`src/rtl/timer_pkg.sv`:
```
// Shared types and constants for the interval timer.
package timer_pkg;

    typedef enum logic [1:0] {
        StIdle = 2'd0,
        StRun  = 2'd1,
        StDone = 2'd2
    } state_e;

    localparam logic MODE_PERIODIC = 1'b0;
    localparam logic MODE_ONESHOT  = 1'b1;

endpackage

```
`src/rtl/tick_prescaler.sv`:
```
// Divides clk into a base tick: ce is high for one cycle every PRESCALE enabled cycles.
module tick_prescaler #(
    parameter int unsigned PRESCALE = 50_000,
    parameter int unsigned PRE_W    = 16
) (
    input  logic clk,
    input  logic rst_n,
    input  logic clr,
    input  logic en,
    output logic ce
);

    localparam logic [PRE_W-1:0] LastVal = PRE_W'(PRESCALE - 1);

    logic [PRE_W-1:0] r_cnt;

    assign ce = en && (r_cnt == LastVal);

    // Prescaler count: clear has priority, otherwise wrap at PRESCALE-1 while enabled.
    always_ff @(posedge clk or negedge rst_n) begin
        if (!rst_n) begin
            r_cnt <= '0;
        end else if (clr) begin
            r_cnt <= '0;
        end else if (en) begin
            if (r_cnt == LastVal) begin
                r_cnt <= '0;
            end else begin
                r_cnt <= r_cnt + 1'b1;
            end
        end
    end

endmodule

```
`src/rtl/interval_timer.sv`:
```
// Programmable interval timer: prescaled base tick, periodic/one-shot down-counter,
// expiry pulse, square wave and remaining-count readout.
module interval_timer
    import timer_pkg::*;
#(
    parameter int unsigned PRESCALE = 50_000,
    parameter int unsigned PRE_W    = 16,
    parameter int unsigned CNT_W    = 16
) (
    input  logic             clk,
    input  logic             rst_n,
    input  logic             start,
    input  logic             stop,
    input  logic             mode,
    input  logic [CNT_W-1:0] period,
    output logic             tick_o,
    output logic             wave_o,
    output logic [CNT_W-1:0] count_o,
    output logic             busy,
    output logic             done
);

    localparam logic [CNT_W-1:0] CntOne = CNT_W'(1);

    state_e           r_state;
    state_e           w_state_next;
    logic             r_tick;
    logic             r_wave;
    logic             r_mode;
    logic [CNT_W-1:0] r_count;

    logic w_run;
    logic w_ce;
    logic w_start_ok;
    logic w_clr;
    logic w_expire;

    assign w_run      = (r_state == StRun);
    // A start with a zero period is ignored outright.
    assign w_start_ok = start && (period != '0);
    assign w_clr      = stop || w_start_ok;
    assign w_expire   = w_ce && (r_count == CntOne);

    tick_prescaler #(
        .PRESCALE (PRESCALE),
        .PRE_W    (PRE_W)
    ) u_prescaler (
        .clk   (clk),
        .rst_n (rst_n),
        .clr   (w_clr),
        .en    (w_run),
        .ce    (w_ce)
    );

    // State register.
    always_ff @(posedge clk or negedge rst_n) begin
        if (!rst_n) begin
            r_state <= StIdle;
        end else begin
            r_state <= w_state_next;
        end
    end

    // Next state: stop beats start beats expiry.
    always_comb begin
        w_state_next = r_state;
        if (stop) begin
            w_state_next = StIdle;
        end else if (w_start_ok) begin
            w_state_next = StRun;
        end else if (w_expire && (r_mode == MODE_ONESHOT)) begin
            w_state_next = StDone;
        end
    end

    // Interval counter, latched mode, expiry pulse and square wave.
    always_ff @(posedge clk or negedge rst_n) begin
        if (!rst_n) begin
            r_tick  <= 1'b0;
            r_wave  <= 1'b0;
            r_mode  <= MODE_PERIODIC;
            r_count <= '0;
        end else begin
            r_tick <= 1'b0;
            if (stop) begin
                // Halt: count and wave hold their values.
            end else if (w_start_ok) begin
                r_count <= period;
                r_mode  <= mode;
            end else if (w_ce) begin
                if (w_expire) begin
                    r_tick <= 1'b1;
                    r_wave <= ~r_wave;
                    if (r_mode == MODE_ONESHOT) begin
                        r_count <= '0;
                    end else if (period != '0) begin
                        r_count <= period;
                    end
                end else if (r_count > CntOne) begin
                    r_count <= r_count - CntOne;
                end
            end
        end
    end

    assign tick_o  = r_tick;
    assign wave_o  = r_wave;
    assign count_o = r_count;
    assign busy    = w_run;
    assign done    = (r_state == StDone);

endmodule

```
`config.mk`:
```
export PLATFORM = sky130hd
export DESIGN_NAME = interval_timer
export DESIGN_NICKNAME = d
export VERILOG_FILES = /design/src/rtl/timer_pkg.sv /design/src/rtl/tick_prescaler.sv /design/src/rtl/interval_timer.sv
export SDC_FILE = /design/constraint.sdc
export NUM_CORES = 1
export LEC_CHECK = 0
export ABC_AREA = 1
export ABC_CLOCK_PERIOD_IN_PS = 2200
export CAP_MARGIN = 10
export CORE_MARGIN = 3
export CORE_UTILIZATION = 55
export CTS_CLUSTER_DIAMETER = 80
export DETAILED_ROUTE_END_ITERATION = 6
export PLACE_DENSITY = 0.81
export RECOVER_POWER = 100
export SETUP_SLACK_MARGIN = 0.1
export SLEW_MARGIN = 25
export SYNTH_ARGS = -nofsm -noshare
export SYNTH_HDL_FRONTEND = slang
export SYNTH_SLANG_ARGS = --single-unit
```
`constraint.sdc`:
```
create_clock -name clk -period 2.2 [get_ports clk]
set_input_delay 0.66 -clock clk [delete_from_list [all_inputs] [get_ports clk]]
set_output_delay 0.66 -clock clk [all_outputs]
set_load 0.005 [all_outputs]
```
==> metrics.txt, run 1 <==
DRT Pass-1 Iters=5; Worst-Margin Slew=0.929 ns; Port Buf Inserts=40; WS Path Type=in -> reg; top-count cell post-synth=nand2_1; RSZ-0062 raised after global routing=no; Synth Area in XOR/XNOR=4.34%; EDFF count, synth=0; top area cells in the synthesized netlist=dfrtp_1 33%, nand2_1 22%, nand3_1 7.6%; first-pass GRT wire length=14,000 um; largest family of logic cells by synthesized area=simple AND/OR/NAND/NOR gates; startpoint types=input pin; leading area contributor after synthesis=dfrtp_1; P_leak=1.91 nW; Power Total=2.01 mW; area grow syn2layout=30.5%; CP Capture Type=register; Unique masters post-synth=31; placed cell area=3480 um2; CTS Buf Count=5; Ys Warns=0; fin. max-slew vios=0; total congestion overflow=0; Worst Setup SP=period[10]; Slowest cell on crit path=clkdlybuf4s50_1; setup violators final=0; H-tree Lvls=2; Worst Path Max Fanout=8; commonest cells in the netlist=166 x nand2_1, 51 x nor2_1, 43 x nand3_1; die width=77.7 um; Initial DRC Count=339; Initial Utilization=58.3%; Post-Synth Simple-Gate Area=48.8%; setup tns final=0 ns; DIE HEIGHT=77.7 um; vias after detailed routing=3,236; average wire per standard cell=14.5 um; Buf+Inv Stages, Crit Path=3; WL final=8450 um; syn avg cell area=6.37 um2; final hold vios=0; post-DP HPWL=5960 um; Vias per Instance=5.56; gpl congestion=0.982; crit path time final=2.04 ns; Adder-Cell Fraction of Synth Area=1.33%; CP Data Arrival Time=2.21 ns; worst skew pair latency=0.29 ns; final instance area=3690 um2; Worst Hold Launch=wave_o$_DFFE_PN0P_; site row count=25; CP peak stage delay=0.48 ns; layout cells sized above 1=14.8%; core area=4850 um2; worst vdd ir=0.000512 V; Primary FF master, synth=dfrtp_1; clock slew at reported path FFs=0.08 ns; antenna cells=0; # clock sinks=37; CP Data Required Time=2.38 ns; CTS max path bufs=2; Synth top area share=32.8%; Seq/Total Area, Yosys=32.8%; Synth Cell Area=2830 um2; Post-Syn Instances=444; Slew Limit Headroom=38.0%; IO Pins=41; critical path, cell by cell=clkdlybuf4s50_1 > nor2_1 > nand2_1 > nor2_2 > nand2_1 > nand2_4 > nand2_2 > buf_6 > clkbuf_1 > nor3_2 > o21a_1; post-route ant nets=0; Hold Crit Class=reg -> reg; pin count of the biggest net entering global routing=38; vias in the first global route=3,023; CP dominant cell by count=nand2_1; worst reg2reg startpoint=u_prescaler.r_cnt[12]$_DFFE_PN0P_; CTS tree=done; final hold slack=0.467 ns; FF+latch count, synth=37; filler cell count=384; total global-route track usage=28.7%; post-synthesis mux area share=0%; Final Cycle Share=92.5%; Final nets=538; ys async rst share=100%; Cell Pwr Density=545 nW/um2; Max-Cap Viols=0; Die ar.=6030 um2; outcome=finished clean; Max Fclk=0.491 GHz; Top delay family on crit path=buffers and inverters; Setup Skew=0.00786 ns; CTS root buffer=clkbuf_8; post-cts hold buffer count=0; Compound-Gate Fraction of Synth Area=4.56%; post-synth net total=468; initial antenna violation count=0; Util after Layout=76.1%; DRC=0
-- final cells by class --
cell class / count / area [um2] / area share [%]
tap: 67 / 83.8 / 2.27
multi-input combinational: 351 / 1700 / 46.1
clock buffer: 7 / 96.3 / 2.61
timing repair buffer: 76 / 708 / 19.2
inverter: 43 / 168 / 4.55
clock inverter: 1 / 5.00 / 0.136
sequential: 37 / 926 / 25.1
-- kinds of logic after synthesis --
logic type | Yosys count
buf+inv | 56
simple gates | 312
compound gates | 22
flops | 37
xor+xnor | 14
fa+ha+maj | 3
-- placed cells by master (no fill, tap or decap), drive strengths merged, types with 12 or more instances in the layout --
cell	n
nor3	12
nand4	13
nand3	45
o21ai	13
inv	42
nand2	174
dfrtp	37
nor2	61
clkdlybuf4s50	12
buf	34
xor2	13
dlygate4sd3	19
-- sequential cells by signal, indices dropped and copies added (netlist names) --
signal             flops
tick_o                 1
r_mode                 1
count_o               16
wave_o                 1
u_prescaler.r_cnt     16
r_state                2
-- worst register-to-register path: cells and delay by family, from the launching register on --
kind                   cells  cell delay, ns
DFF                        1            0.47
buffers and inverters      1            0.15
and+or+nand+nor           10            1.27
-- report_power, final --
| part | switching (mW) | internal, mW | leakage, nW |
|---|---|---|---|
| Combinational | 0.357 | 0.287 | 1.37 |
| Sequential | 0.0874 | 0.739 | 0.490 |
| Clock | 0.255 | 0.284 | 0.0542 |
| Total | 0.699 | 1.31 | 1.91 |
-- metal layers --
| layer | vias up | share of wire [%] | GRT usage (%) |
|---|---|---|---|
| met5 | - | 0 | 0 |
| met4 | 0 | 2.2 | 8.19 |
| met3 | 23 | 8.1 | 5.10 |
| met2 | 179 | 46 | 44.8 |
| met1 | 1481 | 43 | 40.6 |
| li1 | 1553 | - | - |
-- per-stage QoR --
step | cells | setup slack [ns]
2_1_floorplan | 444 | 0.333
3_3_place_gp | 567 | -0.270
3_5_place_dp | 567 | -0.311
4_1_cts | 576 | 0.110
5_1_grt | 582 | 0.0565
6_report | 582 | 0.165
-- what timing repair did --
item / 4_1_cts / 5_1_grt
resized for setup: 3 / 23
setup buffers: 1 / 6
pin swaps: 3 / 12
setup endpoints to repair: 32 / 38
-- worst paths after layout --
path / end / cells past startpoint / slack (ns)
setup / recovery: u_prescaler.r_cnt[6]$_DFFE_PN0P_ / 11 / 0.16
min in group asynchronous: count_o[9]$_DFFE_PN0P_ / 2 / 0.57
max in group asynchronous: u_prescaler.r_cnt[13]$_DFFE_PN0P_ / 2 / 1.03
setup reg to reg: count_o[14]$_DFFE_PN0P_ / 11 / 0.21
hold reg to reg: wave_o$_DFFE_PN0P_ / 1 / 0.47
hold / removal: wave_o$_DFFE_PN0P_ / 1 / 0.47
No activity file was read; power rests on OpenSTA's default activity.
==> run 2: changes to the inputs <==
CORE_MARGIN = not set   (was 3)
SYNTH_HIERARCHICAL = 1   (was not set)
==> run 2 against run 1 <==
  * Clock-buffer cell count decreased by 2
  * Clock power down 8.7%
  * Highest routed layer unchanged
  * Largest power group unchanged
  * Via count decreased by 12%
==> metrics.txt, run 2 <==
Worst-Margin Slew=0.971 ns; setup slack, reg-to-reg=0.12 ns; post-route ant nets=0; Synth top area share=34.2%; post-synth net total=415; ys async rst share=100%; # clock sinks=37; CTS Buf Count=5; RSZ-0062 raised after global routing=yes; Unique masters post-synth=32; critical path, cell by cell=inv_1 > nor2_1 > buf_4 > nand3_2 > inv_2 > nand2_1 > inv_1 > nand2_2 > nor2_4 > nand3_4 > o21ai_4 > nor2_4 > buf_12 > nand2_2 > nand2_1; leading cell type in the layout, fill and taps excluded=nand2_1; fin. max-slew vios=0; Max-Cap Viols=0; antenna cells=0; Inst Count DP=514; Final nets=493; Ys Warns=6; WS Path Type=reg -> reg; top area cells in the synthesized netlist=dfrtp_1 34%, nand2_1 19%, nor2_1 6.9%; FF+latch count, synth=37; CTS root buffer=clkbuf_8; site row count=25; syn avg cell area=6.92 um2; Initial DRC Count=164; setup violators final=0; Cell Pwr Density=539 nW/um2; Max Fclk=0.480 GHz; Seq/Total Area, Yosys=34.2%; Hold Crit Class=reg -> reg; vias in the first global route=2,744; initial antenna violation count=0; H-tree Lvls=2; Vias per Instance=5.31; Synth Cell Area=2700 um2; Die ar.=5200 um2; worst vdd ir=0.000456 V; post-DP HPWL=5090 um; final setup margin=0.116 ns; commonest cells in the netlist=138 x nand2_1, 50 x nor2_1, 37 x dfrtp_1; total global-route track usage=30.2%; Slowest cell on crit path=dfrtp_1; leading area contributor after synthesis=dfrtp_1; total congestion overflow=0; CP peak stage delay=0.37 ns; DRT Pass-1 Iters=4; EDFF count, synth=0; P_leak=1.86 nW; Worst Path Max Fanout=8; setup tns final=0 ns; outcome=finished clean; most frequent cells in the layout=130 x nand2_1, 43 x nor2_1, 34 x dfrtp_1, 31 x buf_4, 25 x inv_1; WL final=7740 um; area grow syn2layout=35.4%; worst skew pair latency=0.30 ns; layout cells sized above 1=27.4%; Initial Utilization=57.2%; hold path cells=1; CP Data Arrival Time=2.26 ns; CTS max path bufs=2; setup slack at placement=-0.295 ns; final hold slack=0.473 ns; Post-Syn Instances=391; CP Data Required Time=2.38 ns; die width=72.1 um; final hold vios=0; non-filler cells in the finished layout=537; CP Capture Type=register; post-cts hold buffer count=0; IO Pins=41; average wire per standard cell=14.4 um; Slew Limit Headroom=35.2%; Setup Skew=0.00760 ns; crit path time final=2.08 ns; gpl congestion=0.893; CTS tree=done; first-pass GRT wire length=12,100 um; Primary FF master, synth=dfrtp_1; vias after detailed routing=2,852; R2R depth=15; Final Cycle Share=94.7%; startpoint types=register; pin count of the biggest net entering global routing=38; core area=4720 um2; clock slew at reported path FFs=0.08 ns; Port Buf Inserts=40; DIE HEIGHT=72.1 um; DRC=0; Util after Layout=77.5%; top-count cell post-synth=nand2_1
run 2: metal layers:
| metal | share of wire, % | track usage, % | vias up | wire [um] |
|---|---|---|---|---|
| li1 | - | - | 1396 | - |
| met2 | 54 | 56.6 | 90 | 4150 |
| met3 | 4.7 | 5.00 | 20 | 366 |
| met1 | 39 | 33.1 | 1346 | 3020 |
| met4 | 2.7 | 13.7 | 0 | 206 |
| met5 | 0 | 0 | - | 0 |
run 2: worst paths after layout:
kind,from,endpoint
setup reg to reg,r_state[0]$_DFFE_PN0P_,count_o[4]$_DFFE_PN0P_
max in group asynchronous,rst_n,u_prescaler/r_cnt[12]$_DFFE_PN0P_
min in group asynchronous,rst_n,u_prescaler/r_cnt[5]$_DFFE_PN0P_
hold reg to reg,wave_o$_DFFE_PN0P_,wave_o$_DFFE_PN0P_
setup / recovery,r_state[0]$_DFFE_PN0P_,count_o[4]$_DFFE_PN0P_
hold / removal,wave_o$_DFFE_PN0P_,wave_o$_DFFE_PN0P_
run 2: repair_timing:
item | CTS | global route
endpoints found under the setup margin | 30 | 33
endpoints found under the hold margin | 0 | 0
pin swaps | 6 | 29
gates cloned | 1 | 2
resized for setup | 9 | 44
setup buffers | 4 | 8
run 2: cells by family (layout without fill, tap and decap cells):
group / after synthesis / count (layout) / share of synthesized area (%)
xor+xnor: 10 / 10 / 3.24
simple gates: 278 / 280 / 49.2
fa+ha+maj: 3 / 3 / 1.39
compound gates: 24 / 24 / 5.46
buf+inv: 39 / 116 / 6.43
flops: 37 / 37 / 34.2
run 2: metrics by stage:
stage                     total power [mW]  area (um2)
after floorplan                       1.19        2700
after global placement                1.44        3300
after detailed placement              1.46        3300
after CTS                             1.97        3480
after global routing                  2.08        3660
final                                 1.97        3660
run 2: power breakdown:
| group | internal [mW] | total [mW] | switching, mW |
|---|---|---|---|
| Sequential | 0.739 | 0.836 | 0.0970 |
| Combinational | 0.286 | 0.646 | 0.359 |
| Clock | 0.219 | 0.491 | 0.272 |
| Total | 1.24 | 1.97 | 0.729 |
run 2: area by class of cell:
class	instances	area, um2
multi-input combinational	317	1710
fill	347	1060
sequential	37	930
timing repair buffer	75	723
inverter	33	125
tap	67	83.8
clock buffer	5	68.8
clock inverter	3	17.5
run 2: critical path: cells and delay by family (launching register included):
kind                   cells  cell delay (ns)
and+or+nand+nor            9             0.90
buffers and inverters      5             0.51
AOI/OAI and AO/OA          1             0.19
DFF                        1             0.37
